[src/rtl/ace_snoop_issue_ctrl.sv]
// ace_snoop_issue_ctrl
//   Snoop-master stage in front of the per-line ACE coherence FSM. It takes
//   one snoop request at a time and issues it on the AC channel. It then
//   collects the CR response. When the response announces a data transfer,
//   the CD beats pass straight through to a write-back port. Each snoop ends
//   with a single done pulse that carries the response and an error flag.
//
// Ports
//   clk, rst_n          clock, asynchronous active-low reset
//   req_valid/ready     snoop request handshake; req_addr, req_snoop payload
//   acvalid/acready     AC channel to the cache FSM; acaddr, acsnoop payload
//   crvalid/crready     CR response channel; crresp (bit0 DataTransfer, bit1 Error)
//   cdvalid/cdready     CD data channel; cddata, cdlast payload
//   wb_valid/wb_ready   write-back beat port; wb_data, wb_last payload
//   done                one-cycle completion pulse
//   done_resp, done_err captured response and accumulated error, valid with done
module ace_snoop_issue_ctrl #(
  parameter int ADDR_W  = 32,
  parameter int DATA_W  = 64,
  parameter int BEATS   = 4,
  parameter int TIMEOUT = 255
) (
  input  logic              clk,
  input  logic              rst_n,
  input  logic              req_valid,
  output logic              req_ready,
  input  logic [ADDR_W-1:0] req_addr,
  input  logic              req_snoop,
  output logic              acvalid,
  input  logic              acready,
  output logic [ADDR_W-1:0] acaddr,
  output logic              acsnoop,
  input  logic              crvalid,
  output logic              crready,
  input  logic [4:0]        crresp,
  input  logic              cdvalid,
  output logic              cdready,
  input  logic [DATA_W-1:0] cddata,
  input  logic              cdlast,
  output logic              wb_valid,
  input  logic              wb_ready,
  output logic [DATA_W-1:0] wb_data,
  output logic              wb_last,
  output logic              done,
  output logic [4:0]        done_resp,
  output logic              done_err
);

  localparam int TMR_W  = $clog2(TIMEOUT + 1);
  localparam int BCNT_W = $clog2(BEATS + 1);
  localparam logic [TMR_W-1:0]  TMR_MAX   = TMR_W'(TIMEOUT);
  localparam logic [BCNT_W-1:0] BEATS_CNT = BCNT_W'(BEATS);

  typedef enum logic [2:0] {
    IDLE     = 3'd0,
    AC_ISSUE = 3'd1,
    CR_WAIT  = 3'd2,
    CD_XFER  = 3'd3,
    DONE     = 3'd4
  } state_t;

  state_t              state;
  logic [TMR_W-1:0]    timer;
  logic [BCNT_W-1:0]   beat;
  logic                err;
  logic [BCNT_W-1:0]   beat_nxt;
  logic                cd_xfer;

  // Timer stops at TIMEOUT instead of wrapping.
  function automatic logic [TMR_W-1:0] tmr_sat_inc(input logic [TMR_W-1:0] t);
    return (t >= TMR_MAX) ? TMR_MAX : t + TMR_W'(1);
  endfunction

  // The CD to write-back path is purely combinational, so it adds no latency.
  // The handshakes are gated by state, so nothing moves outside CD_XFER.
  assign req_ready = (state == IDLE);
  assign wb_valid  = (state == CD_XFER) && cdvalid;
  assign cdready   = (state == CD_XFER) && wb_ready;
  assign wb_data   = cddata;
  assign wb_last   = cdlast;
  assign cd_xfer   = (state == CD_XFER) && cdvalid && wb_ready;
  assign beat_nxt  = beat + BCNT_W'(1);

  always_ff @(posedge clk or negedge rst_n) begin
    if (!rst_n) begin
      state     <= IDLE;
      acvalid   <= 1'b0;
      acaddr    <= '0;
      acsnoop   <= 1'b0;
      crready   <= 1'b0;
      done      <= 1'b0;
      done_resp <= '0;
      done_err  <= 1'b0;
      timer     <= '0;
      beat      <= '0;
      err       <= 1'b0;
    end else begin
      done <= 1'b0;
      case (state)
        IDLE: begin
          if (req_valid) begin
            acaddr  <= req_addr;
            acsnoop <= req_snoop;
            acvalid <= 1'b1;
            state   <= AC_ISSUE;
          end
        end

        // AC valid is never withdrawn once raised, so this state has no timeout.
        AC_ISSUE: begin
          if (acready) begin
            acvalid <= 1'b0;
            crready <= 1'b1;
            timer   <= '0;
            state   <= CR_WAIT;
          end
        end

        // A response that arrives on the timeout cycle still wins.
        CR_WAIT: begin
          if (crvalid) begin
            done_resp <= crresp;
            crready   <= 1'b0;
            err       <= crresp[1];
            if (crresp[0]) begin
              beat  <= '0;
              timer <= '0;
              state <= CD_XFER;
            end else begin
              done     <= 1'b1;
              done_err <= crresp[1];
              state    <= DONE;
            end
          end else if (timer >= TMR_MAX) begin
            done_resp <= '0;
            err       <= 1'b1;
            crready   <= 1'b0;
            done      <= 1'b1;
            done_err  <= 1'b1;
            state     <= DONE;
          end else begin
            timer <= tmr_sat_inc(timer);
          end
        end

        // The burst ends on cdlast or on the BEATS-th beat, whichever comes first.
        // It is clean only when both coincide and the response carried no error.
        CD_XFER: begin
          if (cd_xfer) begin
            beat  <= beat_nxt;
            timer <= '0;
            if (cdlast || (beat_nxt == BEATS_CNT)) begin
              done     <= 1'b1;
              done_err <= err | (beat_nxt != BEATS_CNT) | ~cdlast;
              state    <= DONE;
            end
          end else if (timer >= TMR_MAX) begin
            err      <= 1'b1;
            done     <= 1'b1;
            done_err <= 1'b1;
            state    <= DONE;
          end else begin
            timer <= tmr_sat_inc(timer);
          end
        end

        DONE: begin
          state <= IDLE;
        end

        default: begin
          state <= IDLE;
        end
      endcase
    end
  end

endmodule

[config.mk]
export PLATFORM = sky130hd
export DESIGN_NAME = ace_snoop_issue_ctrl
export DESIGN_NICKNAME = d
export VERILOG_FILES = /design/src/rtl/ace_snoop_issue_ctrl.sv
export SDC_FILE = /design/constraint.sdc
export NUM_CORES = 1
export LEC_CHECK = 0
export BUFFER_PORTS_ARGS = -buffer_cell sky130_fd_sc_hd__buf_2
export CORE_ASPECT_RATIO = 1.5
export CORE_MARGIN = 2
export CORE_UTILIZATION = 45
export DETAILED_ROUTE_END_ITERATION = 6
export PLACE_DENSITY = 0.86
export SLEW_MARGIN = 20
export SYNTH_ARGS = -nofsm -noshare
export SYNTH_HDL_FRONTEND = slang
export SYNTH_SLANG_ARGS = --single-unit
[constraint.sdc]
create_clock -name clk -period 3.7 [get_ports clk]
set_input_delay 0.555 -clock clk [delete_from_list [all_inputs] [get_ports clk]]
set_output_delay 0.555 -clock clk [all_outputs]
set_load 0.1 [all_outputs]
; ---- Word level (Yosys, flattened, before mapping)
; Index checks and enable logic that the tools add are counted.
[totals]
ff_bits = 57
in_bits = 110
output_inout_bits = 110
word_cells = 94
[classes]
add_sub_neg = 2
order_cmp = 1
n_eq_ne = 15
n_mux = 43
n_bitwise = 3
reduce_logical = 19
[ops]
columns = cell, count
row1 = 8-bit 2-to-1 mux, 5
row2 = 3-bit 2-to-1 mux, 10
row3 = 8-bit case mux with 3 select lines, 1
row4 = 1-bit 2-to-1 mux, 18
row5 = 3-bit AND reduction, 5
row6 = "2-bit != test, second input constant", 6
row7 = "3-bit != test, second input constant", 4
row8 = 3-bit case mux with 4 select lines, 1
row9 = 5-bit 2-to-1 mux, 2
row10 = 1-bit case mux with 2 select lines, 5
row11 = "8-bit by 1-bit adder with 8-bit output, second input constant", 1
row12 = "8-bit greater-or-equal comparator, second input constant", 1
row13 = 2-bit nonzero test, 4
row14 = "3-bit by 2-bit equality test with 1-bit output, second input constant", 2
row15 = 3-bit case mux with 2 select lines, 1
row16 = 2-bit AND reduction, 3
row17 = 4-bit AND reduction, 1
row18 = "3-bit by 1-bit adder with 3-bit output, second input constant", 1
row19 = "3-bit by 1-bit equality test with 1-bit output, second input constant", 1
row20 = "3-bit equality test, second input constant", 1
row21 = 1-bit logical AND, 3
row22 = 3-bit zero test, 1
row23 = "3-bit by 2-bit != test with 1-bit output, second input constant", 1
row24 = 3-bit nonzero test, 1
row25 = 3 further kinds, 4

; ---- Longest topological paths before layout
; Gate-level depths: netlist (run 1).
[logic_depth]
word_depth = 7
depth_mapped = 6
mapped_depth_nobuf = 5

; ---- Worst setup path before layout (run 1)
; Ideal clock, no wire load.
[synth_timing]
kind = reg2out
from = register state[0]
to = output req_ready
arrival_time_ns = 2.719
slack_ns = 0.426
stages_incl_launch_ff = 4
path_cell_list = dfrtp_1 buf_4 buf_2 nor3_1
[synth_via]
elab_chain_len = 1
[synth_rtl]
columns = item, line
row1 = "start, declared", 62  ; state_t state;
row2 = "start signal, assigned", 86  ; state <= IDLE;
row3 = "start signal, assigned", 105  ; state <= AC_ISSUE;
row4 = "start signal, assigned", 115  ; state <= CR_WAIT;
row5 = 3-bit zero test, 76  ; assign req_ready = (state == IDLE);
row6 = "end, declared", 26  ; output logic req_ready,
; Every way passes these cells.

; ---- Final worst setup path (run 1)
[layout_timing]
from = register state[1]
to = output wb_valid
[layout_via]
elab_chain_len = 2
[layout_rtl]
columns = item, line
row1 = 3-bit by 2-bit equality test with 1-bit output, 77  ; assign wb_valid = (state == CD_XFER) && cdvalid;
row2 = 1-bit logical AND, 77
row3 = "end, declared", 40  ; output logic wb_valid,
; Every way passes these cells.

==> flow_summary.rst, run 1 <==
.. list-table::
   :header-rows: 1

   * - Metric
     - Value
   * - Outcome
     - complete, no violations
   * - Highest achievable clock rate
     - 412 MHz
   * - Hold Worst Slack
     - ~0.24 ns
   * - I/O pin count
     - 220
   * - CP Launch Type
     - flop
   * - Max Cap Viol
     - 0
   * - Area of the mapped netlist
     - 3160 sq um
   * - Crit end category
     - output pin
   * - Overall die area
     - approximately 7700 sq um
   * - Min Clock Period, post-route
     - approximately 2.4 ns
   * - Number of remaining DRC errors
     - 0
   * - Number of standard cells after synthesis
     - between 200 and 300
   * - Required time at the endpoint of the critical path
     - 3.14 ns
   * - RePlAce Congestion
     - 0.891
   * - Number of sinks handled by clock tree synthesis
     - 57
   * - Final Hold Vio Count
     - 0
   * - PostCTS Resize Cnt
     - 0
   * - Setup clock skew after layout
     - around 0.0092 ns
   * - Number of iterations in the first detailed-routing pass
     - 4
   * - Initial antenna violation count
     - 0
   * - Seq cells post-synth
     - 57
   * - Peak per-stage delay on the critical path
     - 0.63 ns
   * - Fin crit share
     - 0.655
   * - Violation count after the first detailed-routing iteration
     - 153
   * - Chip width
     - 72.5 um
   * - Post-route ant nets
     - 0
   * - Setup-failing EPs final
     - 0
   * - Ratio of routed vias to standard cells
     - approximately 5.7
   * - Pin count of the biggest net entering global routing
     - 34
   * - Number of distinct library cells after synthesis
     - 47
   * - Post-synthesis net count
     - 398
   * - Deepest level of the CTS H-tree
     - 3
   * - Die boundary height
     - 107 um
   * - Signal arrival time at the worst endpoint
     - 1.87 ns
   * - Inserted Clock Buffers
     - 9
   * - Total vias in the final route
     - 2,252
   * - Top cell type's share of synthesized area
     - 0.451
   * - Average instance area after synthesis
     - 11.1 sq um
   * - Final TNS setup
     - 0 ns
   * - Longest Clk Path Bufs
     - 2
   * - Transition time at the pin with the least slew margin
     - 0.662 ns
   * - Number of inserted diodes
     - 0
   * - Post-CTS setup repair buffer count
     - 0
   * - Tot GR Track Use
     - 0.189
   * - Overall overflow remaining after global route
     - 0
   * - Net count, final
     - 426
   * - Half-perimeter wire length after placement
     - 5.27 mm
   * - Number of hold buffers added after CTS
     - 0
   * - Most common cell in the synthesized netlist
     - buf_4
   * - Sequential area share after synthesis
     - 0.451
   * - Initial Utilization
     - 0.462
   * - Cell types occupying the most area after synthesis
     - dfrtp_1, buf_4, mux2_2
   * - Global-route wire length before repair
     - 11.0 mm
   * - Cell with the biggest individual delay on the critical path
     - dfrtp_1
   * - Minimum setup slack among reg-to-reg paths
     - 1.69 ns
   * - Critical Path, Cell by Cell
     - and2b_1 > and3_1 > buf_2
   * - Tightest Hold Check Type
     - in2async
   * - Kind of cell adding the most delay to the critical path
     - flip-flops
   * - Row count
     - 37
   * - Detailed-route wire length
     - 7.03 mm
   * - Final Max Slew Viols
     - 0
   * - Share of final-layout standard cells stronger than drive strength 1
     - 0.472
   * - Core Footprint
     - 6850 sq um
   * - Leading register cell type out of synthesis
     - dfrtp_1
   * - Count of buffer and inverter cells on the critical path
     - 1
   * - Via count of the first global-routing pass
     - 2,234
   * - Worst slew slack as a fraction of its limit
     - 0.558
   * - Leading area contributor after synthesis
     - dfrtp_1
   * - Setup repair after global routing missed its margin
     - no
   * - Core utilization of the finished layout
     - 0.488
   * - Type of the worst setup path
     - reg2out
   * - Count of buffers from port buffering
     - 91
   * - CP Max Fanout
     - 15
   * - Post-DR wirelength/cell
     - 17.8 um
   * - Async set-reset flop share out of synthesis
     - 1.00
   * - Count of flip-flops with a built-in enable after synthesis
     - 0
   * - Most frequent cells after synthesis
     - buf_4, dfrtp_1, mux2_2
   * - CTS root buffer
     - clkbuf_8
   * - Clock tree from TritonCTS
     - yes
   * - Area growth from synthesis to layout
     - 5.78%
   * - Clock-pin slew of the registers on the worst-case setup and hold paths
     - 0.06 ns
   * - Synthesis warning total
     - 0
   * - Worst-Skew Late Latency
     - 0.34 ns
[worst reg2reg max path, cell delays in order, from the launching register on]
cell and delay, ns:
dfrtp_1 0.63, nand2b_1 0.36, nor3_4 0.52, a221oi_1 0.20, o21ai_0 0.21
[worst paths after layout]
| path | start | endpoint | cells after the start |
|---|---|---|---|
| max in group asynchronous | rst_n | timer[5]$_DFFE_PN0P_ | 2 |
| worst max-delay path | state[1]$_DFFE_PN0P_ | wb_valid | 3 |
| min in group clk | crresp[2] | done_resp[2]$_DFFE_PN0P_ | 2 |
| worst min register to register | crready$_DFFE_PN0P_ | crready$_DFFE_PN0P_ | 1 |
| worst min-delay path | rst_n | acaddr[27]$_DFFE_PN0P_ | 1 |
| worst max register to register | state[1]$_DFFE_PN0P_ | timer[1]$_DFFE_PN0P_ | 4 |
[metrics by stage]
| stage | cells | setup slack [ns] | cell area, sq um |
|---|---|---|---|
| 6_report | 396 | 1.28 | 3350 |
| 5_1_grt | 396 | 1.16 | 3350 |
| 4_1_cts | 396 | 1.25 | 3350 |
| 3_5_place_dp | 380 | 1.64 | 3150 |
| 3_3_place_gp | 380 | 1.71 | 3150 |
| 2_1_floorplan | 285 | 0.426 | 3160 |
[layer usage]
metal | track usage | routed length [um]
met5 | 0 | 0
met4 | 0.187 | 632
met3 | 0.0526 | 526
met2 | 0.314 | 3610
met1 | 0.179 | 2270
[layout by cell type, fill, tap and decap left out, types with 2 or more instances in the layout]
cell	synthesis	layout
o21ai_1	2	2
buf_2	3	91
and3_1	5	5
a2bb2oi_1	2	2
nor3_1	3	3
dfrtp_1	57	57
nand2_1	13	13
a211oi_1	2	2
nand2b_1	4	4
a31oi_1	5	5
inv_1	5	5
and2b_1	2	2
ha_1	3	3
o21ai_0	10	10
clkinvlp_4	0	2
clkinv_2	0	2
nand3_1	8	8
a21oi_1	11	11
nor3_4	2	2
nor2_1	7	7
o31ai_1	2	2
buf_4	68	2
a22o_1	8	8
mux2_2	33	33
a41oi_1	2	2
clkbuf_8	0	10
[final cells by class]
type	count	area, sq um
well taps	78	97.6
clock buffers	11	141
fillers	627	3510
inverters	5	18.8
flip-flops and latches	57	1430
multi-input cells	147	1140
clock inverters	5	55.1
repair buffers	93	470
[registers in the layout (all words and copies together) (netlist names)]
| register | cells |
|---|---|
| timer | 8 |
| acsnoop | 1 |
| acvalid | 1 |
| err | 1 |
| state | 3 |
| crready | 1 |
| done_resp | 5 |
| done_err | 1 |
| beat | 3 |
| done | 1 |
| acaddr | 32 |
[cells by family (layout without fill, tap and decap cells)]
group                    count (synthesis)  after routing  synth area share
flip-flops                              57             57             0.451
AO/OA/AOI/OAI                           57             57             0.129
adder cells (fa/ha/maj)                  3              3            0.0119
AND/OR/NAND/NOR                         53             53            0.0981
buffers and inverters                   81            114             0.190
XOR/XNOR                                 1              1           0.00277
multiplexers                            33             33             0.117
Power of run 1 is not shown: default switching activity piles up to over one toggle a cycle in this logic, so the estimate is an artifact.
==> run 2: changes to the inputs <==
--- a/config.mk
+++ b/config.mk
@@ -5,12 +5,13 @@
 export SDC_FILE = /design/constraint.sdc
 export NUM_CORES = 1
 export LEC_CHECK = 0
+export ABC_AREA = 1
 export BUFFER_PORTS_ARGS = -buffer_cell sky130_fd_sc_hd__buf_2
 export CORE_ASPECT_RATIO = 1.5
 export CORE_MARGIN = 2
-export CORE_UTILIZATION = 45
+export CORE_UTILIZATION = 42
 export DETAILED_ROUTE_END_ITERATION = 6
-export PLACE_DENSITY = 0.86
+export PLACE_DENSITY = 0.8
 export SLEW_MARGIN = 20
 export SYNTH_ARGS = -nofsm -noshare
 export SYNTH_HDL_FRONTEND = slang
==> constraint.sdc (replaced) <==
create_clock -name clk -period 2.4 [get_ports clk]
set_input_delay 0.36 -clock clk [delete_from_list [all_inputs] [get_ports clk]]
set_output_delay 0.36 -clock clk [all_outputs]
set_load 0.1 [all_outputs]
==> flow_summary.rst, run 2 <==
.. list-table::
   :header-rows: 1

   * - Metric
     - Value
   * - Average instance area after synthesis
     - 10.1 sq um
   * - Cell types occupying the most area after synthesis
     - dfrtp_1, buf_4, mux2_4
   * - Post-CTS setup repair buffer count
     - 0
   * - Most frequent cells after synthesis
     - buf_4, nand2_1, dfrtp_1
   * - Critical register-to-register path startpoint
     - timer[0]$_DFFE_PN0P_
   * - Setup-failing EPs final
     - 0
   * - CTS root buffer
     - clkbuf_16
   * - Overall die area
     - 8620 sq um
   * - Clock-pin slew of the registers on the worst-case setup and hold paths
     - 0.05 ns
   * - Longest Clk Path Bufs
     - 2
   * - Leading area contributor after synthesis
     - dfrtp_1
   * - Number of distinct library cells after synthesis
     - 28
   * - Count of buffer and inverter cells on the critical path
     - 3
   * - Core Footprint
     - about 7600 sq um
   * - Max Cap Viol
     - 0
   * - Worst-Skew Late Latency
     - roughly 0.32 ns
   * - Critical Path, Cell by Cell
     - inv_2 > nor2_8 > inv_1 > nor2_1 > buf_2
   * - Global-route wire length before repair
     - 11.3 mm
   * - Final Max Slew Viols
     - 0
   * - Via count of the first global-routing pass
     - approximately 2,400
   * - Worst slew slack as a fraction of its limit
     - 0.604
   * - Initial Utilization
     - 0.435
   * - CP Launch Type
     - flop
   * - Setup clock skew after layout
     - 0.00451 ns
   * - Area of the mapped netlist
     - 3310 sq um
   * - Violation count after the first detailed-routing iteration
     - 119
   * - Signal arrival time at the worst endpoint
     - 1.76 ns
   * - Leading register cell type out of synthesis
     - dfrtp_1
   * - Share of final-layout standard cells stronger than drive strength 1
     - 0.450
   * - Hold Worst Slack
     - 0.0534 ns
   * - Register with the highest flop count
     - acaddr
   * - Outcome
     - complete, no violations
   * - Setup repair after global routing missed its margin
     - no
   * - Pin count of the biggest net entering global routing
     - 35
   * - Commonest cells after routing, fill and taps aside
     - buf_2, nand2_1, dfrtp_1
   * - Highest achievable clock rate
     - around 470 MHz
   * - Required time at the endpoint of the critical path
     - 2.04 ns
   * - Async set-reset flop share out of synthesis
     - 1.00
   * - Transition time at the pin with the least slew margin
     - slightly below 0.6 ns
   * - Net count, final
     - 475
   * - Deepest level of the CTS H-tree
     - 3
   * - Ratio of routed vias to standard cells
     - 4.80
   * - Inserted Clock Buffers
     - 9
   * - Number of sinks handled by clock tree synthesis
     - 57
   * - Path length in cells of the critical path
     - 5
   * - Kind of cell adding the most delay to the critical path
     - buffers and inverters
   * - Die boundary height
     - around 110 um
   * - Chip width
     - 76.5 um
   * - Area growth from synthesis to layout
     - 11.0%
   * - Final std cell area, no fill
     - 3670 sq um
   * - Crit end category
     - output pin
   * - Number of inserted diodes
     - 0
   * - Count of buffers from port buffering
     - between 90 and 100
   * - Min Clock Period, post-route
     - 2.12 ns
   * - Post-placement worst setup slack
     - 0.559 ns
   * - Count of flip-flops with a built-in enable after synthesis
     - 0
   * - Minimum setup slack among reg-to-reg paths
     - 0.54 ns
   * - Cell with the biggest individual delay on the critical path
     - dfrtp_1
   * - CP Max Fanout
     - 5
   * - Leading cell type in the layout, fill and taps excluded
     - buf_2
   * - Number of iterations in the first detailed-routing pass
     - 4
   * - Peak per-stage delay on the critical path
     - slightly above 0.5 ns
   * - Reg-to-reg endpoint
     - crready$_DFFE_PN0P_
   * - Number of hold buffers added after CTS
     - 0
   * - Overall overflow remaining after global route
     - 0
   * - Number of standard cells after synthesis
     - 329
   * - I/O pin count
     - 220
   * - Top cell type's share of synthesized area
     - 0.431
   * - Post-route setup slack
     - 0.279 ns
   * - Final Hold Vio Count
     - 0
   * - Number of remaining DRC errors
     - 0
   * - Post-synthesis net count
     - approximately 440
   * - Registers with the most flip-flops
     - acaddr: 32 flops, timer: 8 flops, done_resp: 5 flops
   * - Sequential area share after synthesis
     - 0.431
   * - Row count
     - 39
   * - Most common cell in the synthesized netlist
     - buf_4
   * - RePlAce Congestion
     - about 0.83
   * - Post-route ant nets
     - 0
   * - Seq cells post-synth
     - 57
   * - Half-perimeter wire length after placement
     - 5.19 mm
   * - Filler cell count
     - 720
   * - Placed Area
     - 3360 sq um
   * - Depth of the most critical reg-to-reg path
     - 10
   * - Fin crit share
     - 0.884
   * - Flip-flop count of the largest register, all copies and words added
     - 32
   * - Post-DR wirelength/cell
     - 14.6 um
   * - PostCTS Resize Cnt
     - 0
   * - Detailed-route wire length
     - between 6 and 7 mm
   * - Tot GR Track Use
     - 0.168
   * - Clock tree from TritonCTS
     - yes
   * - Initial antenna violation count
     - 0
   * - Tightest Hold Check Type
     - in2async
   * - Total vias in the final route
     - approximately 2,300
   * - Synthesis warning total
     - 0
   * - Type of the worst setup path
     - reg2out
run 2: changes by cell type after synthesis, sizes merged, moves of 8 or more:
cell / before / now
a21oi: 11 / 3
a22o: 8 / 0
inv: 5 / 27
nand2: 13 / 68
nand3: 9 / 18
nor2: 7 / 18
o21ai: 12 / 23
run 2: worst max-delay path by stage:
stage	startpoint	endpoint	slack [ns]
2_1_floorplan	state[0]$_DFFE_PN0P_	cdready	-0.04
3_3_place_gp	timer[0]$_DFFE_PN0P_	crready$_DFFE_PN0P_	0.65
3_5_place_dp	timer[0]$_DFFE_PN0P_	crready$_DFFE_PN0P_	0.56
4_1_cts	state[0]$_DFFE_PN0P_	cdready	0.27
5_1_grt	state[0]$_DFFE_PN0P_	wb_valid	0.17
6_report	state[0]$_DFFE_PN0P_	cdready	0.28
run 2: final cells by class:
class	count	area [sq um]	area share
flip-flops and latches	57	1430	0.388
multi-input cells	174	1230	0.336
repair buffers	93	470	0.128
clock buffers	14	274	0.0746
well taps	102	128	0.0348
inverters	27	104	0.0283
clock inverters	2	35.0	0.00954
run 2: logic make-up (layout without fill, tap and decap cells):
kind of cell             count (synthesis)  count (layout)  share of synthesized area
adder cells (fa/ha/maj)                  3               3                     0.0113
AO/OA/AOI/OAI                           29              29                     0.0548
flip-flops                              57              57                      0.431
multiplexers                            33              33                      0.145
buffers and inverters                   98             136                      0.196
AND/OR/NAND/NOR                        109             109                      0.162
run 2: metal layers:
| metal | up-vias | GRT usage | wire, um |
|---|---|---|---|
| met3 | 68 | 0.0486 | 523 |
| met4 | 0 | 0.162 | 486 |
| met1 | 1028 | 0.161 | 2330 |
| met2 | 98 | 0.284 | 3500 |
| met5 | - | 0 | 0 |
| li1 | 1059 | - | - |
run 2: stage by stage:
step	util	cells	setup TNS, ns
after floorplan	-	329	-0.0744
after global placement	0.442	453	0
after detailed placement	0.442	453	0
after CTS	0.482	469	0
after global routing	0.482	469	0
final	0.482	469	0
Power of run 2 is left out for the same reason.
==> run 3: changes to the inputs <==
--- a/config.mk
+++ b/config.mk
@@ -11,6 +11,7 @@
 export CORE_MARGIN = 2
 export CORE_UTILIZATION = 42
 export DETAILED_ROUTE_END_ITERATION = 6
+export GPL_ROUTABILITY_DRIVEN = 0
 export PLACE_DENSITY = 0.8
 export SLEW_MARGIN = 20
 export SYNTH_ARGS = -nofsm -noshare
==> constraint.sdc (replaced) <==
create_clock -name clk -period 2 [get_ports clk]
set_input_delay 0.3 -clock clk [delete_from_list [all_inputs] [get_ports clk]]
set_output_delay 0.3 -clock clk [all_outputs]
set_load 0.1 [all_outputs]
==> flow_summary.rst, run 3 (synthesis gave the netlist of run 2 again) <==
.. list-table::
   :header-rows: 1

   * - Metric
     - Value
   * - Outcome
     - complete, no violations
   * - Number of iterations in the first detailed-routing pass
     - 4
   * - Final Hold Vio Count
     - 0
   * - Row count
     - 39
   * - Worst slew slack as a fraction of its limit
     - 0.525
   * - Minimum setup slack among reg-to-reg paths
     - about 0.3 ns
   * - Required time at the endpoint of the critical path
     - 1.70 ns
   * - Count of buffer and inverter cells on the critical path
     - 3
   * - Net count, final
     - approximately 480
   * - Clock tree from TritonCTS
     - yes
   * - Deepest level of the CTS H-tree
     - 3
   * - Setup-failing EPs final
     - 0
   * - Worst-Skew Late Latency
     - 0.32 ns
   * - Filler cell count
     - just over 700
   * - FF/Latch Area
     - 1430 sq um
   * - Leading cell type in the layout, fill and taps excluded
     - buf_2
   * - Transition time at the pin with the least slew margin
     - 0.713 ns
   * - Inserted Clock Buffers
     - 9
   * - Post-route ant nets
     - 0
   * - CP Launch Type
     - flop
   * - Depth of the most critical reg-to-reg path
     - 10
   * - Via count of the first global-routing pass
     - 2,316
   * - Min Clock Period, post-route
     - 1.88 ns
   * - Final std cell area, no fill
     - 3650 sq um
   * - CP Max Fanout
     - 5
   * - Area growth from synthesis to layout
     - 10.4%
   * - Peak per-stage delay on the critical path
     - just over 0.4 ns
   * - Overall die area
     - 8620 sq um
   * - Initial Utilization
     - 0.435
   * - Cell with the biggest individual delay on the critical path
     - dfrtp_1
   * - Longest Clk Path Bufs
     - 2
   * - Crit path launch
     - state[2]$_DFFE_PN0P_
   * - Pin count of the biggest net entering global routing
     - slightly below 60
   * - Placed Area
     - 3390 sq um
   * - Global-route wire length before repair
     - 10.8 mm
   * - Post-DR wirelength/cell
     - 14.2 um
   * - Number of sinks handled by clock tree synthesis
     - 57
   * - Number of remaining DRC errors
     - 0
   * - Initial antenna violation count
     - 0
   * - Setup repair after global routing missed its margin
     - no
   * - Core Footprint
     - 7610 sq um
   * - Signal arrival time at the worst endpoint
     - 1.58 ns
   * - Number of inserted diodes
     - 0
   * - Detailed-route wire length
     - 6.65 mm
   * - Number of hold buffers added after CTS
     - 0
   * - Highest achievable clock rate
     - 531 MHz
   * - Final Max Slew Viols
     - 0
   * - Fin crit share
     - 0.941
   * - Type of the worst setup path
     - reg2out
   * - I/O pin count
     - 220
   * - Violation count after the first detailed-routing iteration
     - 117
   * - Flip-flop count of the largest register, all copies and words added
     - 32
   * - Setup clock skew after layout
     - roughly 0.0053 ns
   * - Ratio of routed vias to standard cells
     - 4.73
   * - Share of final-layout standard cells stronger than drive strength 1
     - 0.443
   * - Critical Path, Cell by Cell
     - inv_2 > nand2_4 > nor2_8 > inv_1 > nor2_1 > buf_12
   * - Combined area of the multi-input logic cells
     - 1230 sq um
   * - Chip width
     - 76.5 um
   * - Crit end category
     - output pin
   * - Register with the highest flop count
     - acaddr
   * - Count of buffers from port buffering
     - ~90
   * - Clock-pin slew of the registers on the worst-case setup and hold paths
     - 0.05 ns
   * - Total vias in the final route
     - 2,213
   * - Registers with the most flip-flops
     - acaddr: 32 flops, timer: 8 flops, done_resp: 5 flops
   * - Overall overflow remaining after global route
     - 0
   * - Tightest Hold Check Type
     - in2async
   * - Die boundary height
     - 113 um
   * - Commonest cells after routing, fill and taps aside
     - buf_2, nand2_1, dfrtp_1
   * - Reg-to-reg endpoint
     - crready$_DFFE_PN0P_
   * - Half-perimeter wire length after placement
     - 4.96 mm
   * - CTS root buffer
     - clkbuf_16
   * - Max Cap Viol
     - 0
   * - Kind of cell adding the most delay to the critical path
     - buffers and inverters
   * - Tot GR Track Use
     - 0.161
   * - Critical register-to-register path startpoint
     - timer[0]$_DFFE_PN0P_
## run 3: cell count changes in the layout (fill, tap and decap cells not counted), sizes merged
cell,previous run,this run
bufinv,1,0
clkbuf,14,15
clkinv,1,0
## run 3: metal layers
metal,vias up,GRT usage,share of wire
li1,1060,-,-
met1,1001,0.160,0.35
met4,0,0.153,0.068
met2,91,0.267,0.50
met3,61,0.0486,0.081
met5,-,0,0
## run 3: worst register-to-register path, delay by kind of cell (launching register included)
| kind | cells | cell delay [ns] |
|---|---|---|
| AND/OR/NAND/NOR | 7 | 0.82 |
| AO/OA/AOI/OAI | 1 | 0.07 |
| adder cells (fa/ha/maj) | 1 | 0.20 |
| buffers and inverters | 1 | 0.09 |
| flip-flops | 1 | 0.39 |
## run 3: repair_timing
action | CTS | global route
gates resized for setup | 0 | 1
setup endpoints to repair | 0 | 2
setup buffers | 0 | 0
## run 3: area by class of cell
class,instances,area share
clock buffer,15,0.0706
inverter,27,0.0284
multi-input combinational,174,0.338
sequential,57,0.391
tap,102,0.0349
timing repair buffer,93,0.137
## run 3: stage by stage
stage                     TNS (ns)  setup WS [ns]  instances   util  hold WS (ns)
after floorplan             -0.754         -0.377        329      -       0.00441
after global placement           0          0.365        453  0.446         0.460
after detailed placement         0          0.306        453  0.446         0.462
after CTS                        0         0.0602        468  0.480         0.152
after global routing             0        0.00297        468  0.480         0.193
final                            0          0.118        468  0.480         0.119
## run 3: worst max path at each step
stage,end,slack [ns],depth (start not counted)
2_1_floorplan,cdready,-0.38,4
4_1_cts,cdready,0.06,5
3_3_place_gp,acaddr[6]$_DFFE_PN0P_,0.36,5
6_report,cdready,0.12,6
5_1_grt,cdready,0.003,6
3_5_place_dp,crready$_DFFE_PN0P_,0.31,10
Power of run 3 is left out for the same reason.
